**config.mk**
```make
export PLATFORM = sky130hd
export DESIGN_NAME = prach_c_sched_flat
export DESIGN_NICKNAME = d
export VERILOG_FILES = /design/src/rtl/prach_pkg.sv /design/src/rtl/prach_c_sched_if.sv /design/src/rtl/prach_c_sched_cc.sv /design/src/rtl/prach_c_sched.sv /design/src/flat_wrapper.sv
export SDC_FILE = /design/constraint.sdc
export NUM_CORES = 2
export LEC_CHECK = 0
export ABC_AREA = 1
export ABC_CLOCK_PERIOD_IN_PS = 15300
export CORE_MARGIN = 3
export CORE_UTILIZATION = 47
export CTS_CLUSTER_DIAMETER = 100
export DETAILED_ROUTE_END_ITERATION = 10
export PLACE_DENSITY_LB_ADDON = 0.15
export SLEW_MARGIN = 20
export SYNTH_ARGS = -nofsm -noshare
export SYNTH_HDL_FRONTEND = slang
export SYNTH_HIERARCHICAL = 1
export SYNTH_SLANG_ARGS = --single-unit
```
**constraint.sdc**
```tcl
create_clock -name clk -period 15.3 [get_ports clk]
set_clock_uncertainty 0.05 [all_clocks]
set_input_delay 2.295 -clock clk [delete_from_list [all_inputs] [get_ports clk]]
set_output_delay 2.295 -clock clk [all_outputs]
set_load 0.03 [all_outputs]
```
**src/rtl/prach_pkg.sv**
```systemverilog
// Shared constants and types for the PRACH C-Plane scheduler.
package prach_pkg;

  localparam int unsigned NUM_CC    = 3;
  localparam int unsigned NUM_ANT   = 8;
  localparam int unsigned FRAME_LEN = 614400;

  typedef struct packed {
    logic [7:0]   ant_mask;
    logic [16:0]  freq;
    logic [19:0]  time_ofs;
    logic [3:0]   nsym;
    logic [119:0] header;
  } prach_c_entry_t;

  typedef enum logic [1:0] {
    IDLE  = 2'd0,
    ARMED = 2'd1,
    ISSUE = 2'd2
  } sched_state_e;

endpackage

```
**src/rtl/prach_c_sched_if.sv**
```systemverilog
// Decoder-side section bus, sample tick and per-CC start request bus.
interface prach_c_sched_if #(
  parameter int unsigned NUM_CC  = prach_pkg::NUM_CC,
  parameter int unsigned NUM_ANT = prach_pkg::NUM_ANT
);

  logic [NUM_CC-1:0][NUM_ANT-1:0] c_valid;
  logic [16:0]                    c_frequency_offset;
  logic [19:0]                    c_time_offset;
  logic [3:0]                     c_num_symbol;
  logic [119:0]                   c_header;
  logic                           tick_en;
  logic [19:0]                    tick_time;
  logic [NUM_CC-1:0]              start_valid;
  logic [NUM_CC-1:0]              start_ready;
  logic [NUM_CC-1:0][7:0]         start_ant_mask;
  logic [NUM_CC-1:0][16:0]        start_freq;
  logic [NUM_CC-1:0][3:0]         start_num_symbol;
  logic [NUM_CC-1:0][119:0]       start_header;
  logic [NUM_CC-1:0]              ovf_pulse;
  logic [NUM_CC-1:0]              err_pulse;

  modport master (
    output c_valid, c_frequency_offset, c_time_offset, c_num_symbol, c_header,
    output tick_en, tick_time, start_ready,
    input  start_valid, start_ant_mask, start_freq, start_num_symbol, start_header,
    input  ovf_pulse, err_pulse
  );

  modport slave (
    input  c_valid, c_frequency_offset, c_time_offset, c_num_symbol, c_header,
    input  tick_en, tick_time, start_ready,
    output start_valid, start_ant_mask, start_freq, start_num_symbol, start_header,
    output ovf_pulse, err_pulse
  );

endinterface

```
**src/rtl/prach_c_sched_cc.sv**
```systemverilog
// One carrier: pending-section FIFO with tail merge, and the arm/issue FSM
// that releases the head entry when the frame sample counter reaches it.
module prach_c_sched_cc
  import prach_pkg::prach_c_entry_t, prach_pkg::sched_state_e,
         prach_pkg::IDLE, prach_pkg::ARMED, prach_pkg::ISSUE;
#(
  parameter int unsigned DEPTH     = 2,
  parameter int unsigned FRAME_LEN = prach_pkg::FRAME_LEN
) (
  input  logic           clk,
  input  logic           rst_n,
  input  logic           sec_valid,
  input  prach_c_entry_t sec,
  input  logic           tick_en,
  input  logic [19:0]    tick_time,
  output logic           start_valid,
  input  logic           start_ready,
  output prach_c_entry_t start_entry,
  output logic           ovf_pulse,
  output logic           err_pulse
);

  localparam int unsigned AW        = (DEPTH > 1) ? $clog2(DEPTH) : 1;
  localparam logic [AW:0] PTR_ONE   = (AW+1)'(1);
  localparam logic [AW:0] FULL_XOR  = {1'b1, {AW{1'b0}}};
  localparam logic [19:0] FRAME_LIM = 20'(FRAME_LEN);

  prach_c_entry_t mem [DEPTH];
  logic [AW:0]    wr_ptr, rd_ptr, wr_next, rd_next;
  logic [AW-1:0]  head_idx, tail_idx;
  sched_state_e   state;

  logic empty, full, empty_next, in_range, tail_in_issue;
  logic merge, merge_head, push, pop, ovf, match;
  prach_c_entry_t head_fwd;

  assign head_idx      = rd_ptr[AW-1:0];
  assign tail_idx      = wr_ptr[AW-1:0] - AW'(1);
  assign empty         = (wr_ptr == rd_ptr);
  assign full          = ((wr_ptr ^ rd_ptr) == FULL_XOR);
  assign in_range      = (sec.time_ofs < FRAME_LIM);
  assign tail_in_issue = (state == ISSUE) && ((wr_ptr - rd_ptr) == PTR_ONE);

  assign pop   = (state == ISSUE) && start_ready;
  assign merge = sec_valid && in_range && !empty && !tail_in_issue &&
                 (mem[tail_idx].time_ofs == sec.time_ofs) &&
                 (mem[tail_idx].freq == sec.freq) &&
                 (mem[tail_idx].nsym == sec.nsym);
  assign push  = sec_valid && in_range && !merge && (!full || pop);
  assign ovf   = sec_valid && in_range && !merge && full && !pop;
  assign merge_head = merge && (tail_idx == head_idx);

  assign wr_next    = push ? wr_ptr + PTR_ONE : wr_ptr;
  assign rd_next    = pop  ? rd_ptr + PTR_ONE : rd_ptr;
  assign empty_next = (wr_next == rd_next);

  // IDLE with a non-empty FIFO is checked for a match like ARMED, so an entry
  // written at N can already issue on a match at N+1.
  assign match = (state != ISSUE) && !empty && tick_en &&
                 (tick_time == mem[head_idx].time_ofs);

  // A merge into the head in the same cycle as its match must reach the output.
  always_comb begin
    head_fwd = mem[head_idx];
    if (merge_head) head_fwd.ant_mask = head_fwd.ant_mask | sec.ant_mask;
  end

  always_ff @(posedge clk) begin
    if (push)       mem[wr_ptr[AW-1:0]]     <= sec;
    else if (merge) mem[tail_idx].ant_mask <= mem[tail_idx].ant_mask | sec.ant_mask;
  end

  always_ff @(posedge clk or negedge rst_n) begin
    if (!rst_n) begin
      wr_ptr <= '0;
      rd_ptr <= '0;
    end else begin
      wr_ptr <= wr_next;
      rd_ptr <= rd_next;
    end
  end

  always_ff @(posedge clk or negedge rst_n) begin
    if (!rst_n) begin
      state       <= IDLE;
      start_valid <= 1'b0;
      start_entry <= '0;
      ovf_pulse   <= 1'b0;
      err_pulse   <= 1'b0;
    end else begin
      ovf_pulse <= ovf;
      err_pulse <= sec_valid && !in_range;
      unique case (state)
        IDLE, ARMED: begin
          if (match) begin
            state       <= ISSUE;
            start_valid <= 1'b1;
            start_entry <= head_fwd;
          end else begin
            state <= empty ? IDLE : ARMED;
          end
        end
        ISSUE: begin
          if (pop) begin
            start_valid <= 1'b0;
            state       <= empty_next ? IDLE : ARMED;
          end
        end
        default: begin
          state       <= IDLE;
          start_valid <= 1'b0;
        end
      endcase
    end
  end

endmodule

```
**src/rtl/prach_c_sched.sv**
```systemverilog
// PRACH C-Plane scheduler: fans the shared decoder section bus out to one
// scheduler lane per carrier and collects the per-carrier start requests.
module prach_c_sched #(
  parameter int unsigned NUM_CC    = prach_pkg::NUM_CC,
  parameter int unsigned NUM_ANT   = prach_pkg::NUM_ANT,
  parameter int unsigned DEPTH     = 2,
  parameter int unsigned FRAME_LEN = prach_pkg::FRAME_LEN
) (
  input logic            clk,
  input logic            rst_n,
  prach_c_sched_if.slave bus
);

  for (genvar g = 0; g < NUM_CC; g++) begin : g_cc
    prach_pkg::prach_c_entry_t sec, iss;
    logic iss_valid, ovf, err;

    assign sec = '{ant_mask: 8'(bus.c_valid[g][NUM_ANT-1:0]),
                   freq:     bus.c_frequency_offset,
                   time_ofs: bus.c_time_offset,
                   nsym:     bus.c_num_symbol,
                   header:   bus.c_header};

    prach_c_sched_cc #(
      .DEPTH     (DEPTH),
      .FRAME_LEN (FRAME_LEN)
    ) u_cc (
      .clk         (clk),
      .rst_n       (rst_n),
      .sec_valid   (|bus.c_valid[g]),
      .sec         (sec),
      .tick_en     (bus.tick_en),
      .tick_time   (bus.tick_time),
      .start_valid (iss_valid),
      .start_ready (bus.start_ready[g]),
      .start_entry (iss),
      .ovf_pulse   (ovf),
      .err_pulse   (err)
    );

    assign bus.start_valid[g]      = iss_valid;
    assign bus.start_ant_mask[g]   = iss.ant_mask;
    assign bus.start_freq[g]       = iss.freq;
    assign bus.start_num_symbol[g] = iss.nsym;
    assign bus.start_header[g]     = iss.header;
    assign bus.ovf_pulse[g]        = ovf;
    assign bus.err_pulse[g]        = err;
  end

endmodule

```
**src/flat_wrapper.sv**
```systemverilog
// flat-port wrapper written by rule: the top's interface ports become plain ports
module prach_c_sched_flat 
#(
  parameter int unsigned NUM_CC    = prach_pkg::NUM_CC,
  parameter int unsigned NUM_ANT   = prach_pkg::NUM_ANT,
  parameter int unsigned DEPTH     = 2,
  parameter int unsigned FRAME_LEN = prach_pkg::FRAME_LEN
)
  (clk, rst_n, bus_c_valid, bus_c_frequency_offset, bus_c_time_offset, bus_c_num_symbol, bus_c_header, bus_tick_en, bus_tick_time, bus_start_ready, bus_start_valid, bus_start_ant_mask, bus_start_freq, bus_start_num_symbol, bus_start_header, bus_ovf_pulse, bus_err_pulse);
  prach_c_sched_if #(.NUM_CC(NUM_CC), .NUM_ANT(NUM_ANT)) bus_i ();
  input logic clk;
  input logic rst_n;
  input wire logic [$bits(bus_i.c_valid)-1:0] bus_c_valid;
  input wire logic [$bits(bus_i.c_frequency_offset)-1:0] bus_c_frequency_offset;
  input wire logic [$bits(bus_i.c_time_offset)-1:0] bus_c_time_offset;
  input wire logic [$bits(bus_i.c_num_symbol)-1:0] bus_c_num_symbol;
  input wire logic [$bits(bus_i.c_header)-1:0] bus_c_header;
  input wire logic [$bits(bus_i.tick_en)-1:0] bus_tick_en;
  input wire logic [$bits(bus_i.tick_time)-1:0] bus_tick_time;
  input wire logic [$bits(bus_i.start_ready)-1:0] bus_start_ready;
  output wire logic [$bits(bus_i.start_valid)-1:0] bus_start_valid;
  output wire logic [$bits(bus_i.start_ant_mask)-1:0] bus_start_ant_mask;
  output wire logic [$bits(bus_i.start_freq)-1:0] bus_start_freq;
  output wire logic [$bits(bus_i.start_num_symbol)-1:0] bus_start_num_symbol;
  output wire logic [$bits(bus_i.start_header)-1:0] bus_start_header;
  output wire logic [$bits(bus_i.ovf_pulse)-1:0] bus_ovf_pulse;
  output wire logic [$bits(bus_i.err_pulse)-1:0] bus_err_pulse;
  assign bus_i.c_valid = bus_c_valid;
  assign bus_i.c_frequency_offset = bus_c_frequency_offset;
  assign bus_i.c_time_offset = bus_c_time_offset;
  assign bus_i.c_num_symbol = bus_c_num_symbol;
  assign bus_i.c_header = bus_c_header;
  assign bus_i.tick_en = bus_tick_en;
  assign bus_i.tick_time = bus_tick_time;
  assign bus_i.start_ready = bus_start_ready;
  assign bus_start_valid = bus_i.start_valid;
  assign bus_start_ant_mask = bus_i.start_ant_mask;
  assign bus_start_freq = bus_i.start_freq;
  assign bus_start_num_symbol = bus_i.start_num_symbol;
  assign bus_start_header = bus_i.start_header;
  assign bus_ovf_pulse = bus_i.ovf_pulse;
  assign bus_err_pulse = bus_i.err_pulse;
  prach_c_sched #(.NUM_CC(NUM_CC), .NUM_ANT(NUM_ANT), .DEPTH(DEPTH), .FRAME_LEN(FRAME_LEN)) u_core (.clk(clk), .rst_n(rst_n), .bus(bus_i));
endmodule
```
==> results.py <==
metrics = {
    "run_status": {
        "outcome": "complete, no violations",
    },
    "final_layout": {
        "nets": 6553,
        "area_delta_synth_final_pct": 20.2,
        "fill_cells": 11200,
        "final_layout_size_suffix_gt1_share_pct": 5.13,
        "instances_no_fill": 8230,
    },
    "timing": {
        "setup_viol": 0,
        "timing.final.crit_share_pct": 45.2,
        "setup_ws_ps": 8390,
        "rsz0062_at_grt": "no",
        "period_needed_ps": 6910,
        "worst_pin_slew_ps": 1160,
        "finalHoldViolCount": 0,
        "maxSlewViolCount": 0,
        "tns_ps": 0,
        "hold_ws_ps": 431,
        "max_freq_mhz": 145,
        "maxSlewHeadroom_pct": 23.0,
    },
    "setup_path": {
        "end_kind": "flip-flop",
        "r2r_start": "u_core/g_cc[1].u_cc/wr_ptr[0]",
        "reg2reg_depth": 15,
        "startpoint_type": "input port",
        "cp_max_fo": 59,
        "crit_arrival_ps": 7260,
        "cp-startpoint": "bus_c_time_offset[16]",
        "required_ps": 15650,
        "worstSetupPathType": "input port to flip-flop",
        "ff2ff_setup_slack_ps": 9340,
    },
    "grt": {
        "grt_pass1_wl_mm": 270,
        "grt_pass1_vias": 42700,
        "track_usage_pct": 26.2,
        "antenna_found_initial": 8,
        "grt_max_degree": 186,
        "grt_overflow_total": 0,
    },
    "place": {
        "place_congestion": 0.910,
        "place_hpwl_mm": 121,
        "place_ws_ps": 7620,
        "io_buffers": 666,
        "placed_cells": 7934,
    },
    "run": {
        "max_cap_violations": 0,
    },
    "floorplan": {
        "placementRows": 133,
        "ios": 667,
        "die_h_um": 372,
        "die_w_um": 372,
        "design.die.area_mm2": 0.139,
        "start_util_pct": 47.6,
        "core_area_mm2": 0.132,
    },
    "clock_network": {
        "max-clock-path-buffers": 3,
        "numCtsBuffers": 158,
        "cts.sinks": 1488,
        "post_cts_resize_count": 0,
        "clk_latency_ps": 780,
        "ctsHoldBuffers": 0,
        "clkSlewWorstSetupHoldPaths_ps": 50,
        "postCtsSetupRepairBufs": 0,
        "cts_tree": "built",
        "root_buffer": "clkbuf_16",
        "cts_max_level": 4,
    },
    "pwr": {
        "ir_worst_vdd_v": 0.000126,
        "p_leak_nw": 34.4,
        "fin_total_pwr_w": 0.0111,
        "p_per_area_mw_per_mm2": 146,
    },
    "detailed_routing": {
        "drc": 0,
        "ant_nets": 0,
        "vias_per_cell": 5.23,
        "wl_per_cell_um": 22.2,
        "totalWireLength_mm": 183,
        "vias": 43100,
        "drt_pass1_iterations": 6,
        "drtIter0Drc": 3997,
    },
    "yosys": {
        "synth_area_mm2": 0.0631,
        "synth_nets": 5951,
        "syn_inst": 5737,
        "synth_warnings": 6,
        "syn_area_per_cell_um2": 11.0,
    },
    "min_path": {
        "worstHoldPathType": "flip-flop to flip-flop",
        "worstHoldStart": "u_core/g_cc[2].u_cc/start_entry[21]",
        "hold_path_depth": 2,
    },
}
layer usage:
layer	GRT usage [%]	wire length, µm	part of all wire, %	vias up
li1	-	-	-	20200
met1	33.9	73800	40	21000
met2	42.7	87200	48	1627
met3	7.08	16200	8.8	286
met4	8.54	5700	3.1	4
met5	0	34	0.019	-
cell type report:
type	instances	area [µm²]	area share, %
clock buffer	234	4550	5.99
tap	1755	2200	2.89
sequential	1488	42300	55.8
timing repair buffer	716	7060	9.31
antenna	4	10.0	0.0132
multi-input combinational	3309	16600	21.9
inverter	666	2560	3.37
clock inverter	58	515	0.680
worst max-delay path, stage by stage:
cell and delay [ps]:
clkdlybuf4s50_1 770, inv_1 180, nor2_1 120, nand3_1 120, nand2_1 100, nor2_1 130, nand3_1 100, nor2_1 40
nand3_1 600, nand4_1 460, inv_8 460, buf_4 870, buf_4 790
sequential cells by signal, summed over array words and instances (netlist names):
register and count:
u_core/g_cc.u_cc/start_valid 3, u_core/g_cc.u_cc/rd_ptr 6, u_core/g_cc.u_cc/start_entry 447, u_core/g_cc.u_cc/state 6, u_core/g_cc.u_cc/mem 1014, u_core/g_cc.u_cc/ovf_pulse 3, u_core/g_cc.u_cc/err_pulse 3, u_core/g_cc.u_cc/wr_ptr 6
path summary, 6_finish.rpt:
kind                                                              to
worst max-delay path                  u_core/g_cc[1].u_cc/mem[0][18]
worst min-delay path             u_core/g_cc[2].u_cc/start_entry[21]
worst max register to register        u_core/g_cc[1].u_cc/mem[0][18]
worst min register to register   u_core/g_cc[2].u_cc/start_entry[21]
max in group asynchronous        u_core/g_cc[0].u_cc/start_entry[51]
min in group asynchronous       u_core/g_cc[2].u_cc/start_entry[106]
where the power goes:
group	internal, W	switching (W)
clock	0.00215	0.00158
combinational	0.000482	0.00148
sequential	0.00521	0.000195
per-stage QoR:
stage / util (%) / instance area, µm²
CTS: 57.3 / 75800
global placement: 53.4 / 70800
detailed placement: 53.4 / 70800
global route: 57.3 / 75800
floorplan: - / 63100
finish: 57.3 / 75900
cells in the final DEF, fill, tap and decap left out, types with 4 or more instances in the layout:
cell / n
clkbuf_16: 163
dfrtp_1: 468
or2_2: 4
clkinv_1: 18
nor2_1: 612
nor2_2: 10
nand2_1: 1379
edfxtp_1: 1014
bufinv_16: 5
clkbuf_8: 20
buf_4: 49
xnor2_1: 27
inv_2: 8
nand4_1: 39
o21ai_2: 6
clkbuf_1: 51
inv_1: 647
clkdlybuf4s50_1: 665
inv_8: 5
nor4_1: 11
clkinv_2: 23
o21ai_1: 302
nand3_1: 191
inv_6: 5
and2_1: 5
mux2i_1: 409
o21ai_0: 198
o21bai_1: 24
diode_2: 4
xor2_1: 24
a21oi_1: 35
(Power assumes the default switching activity.)
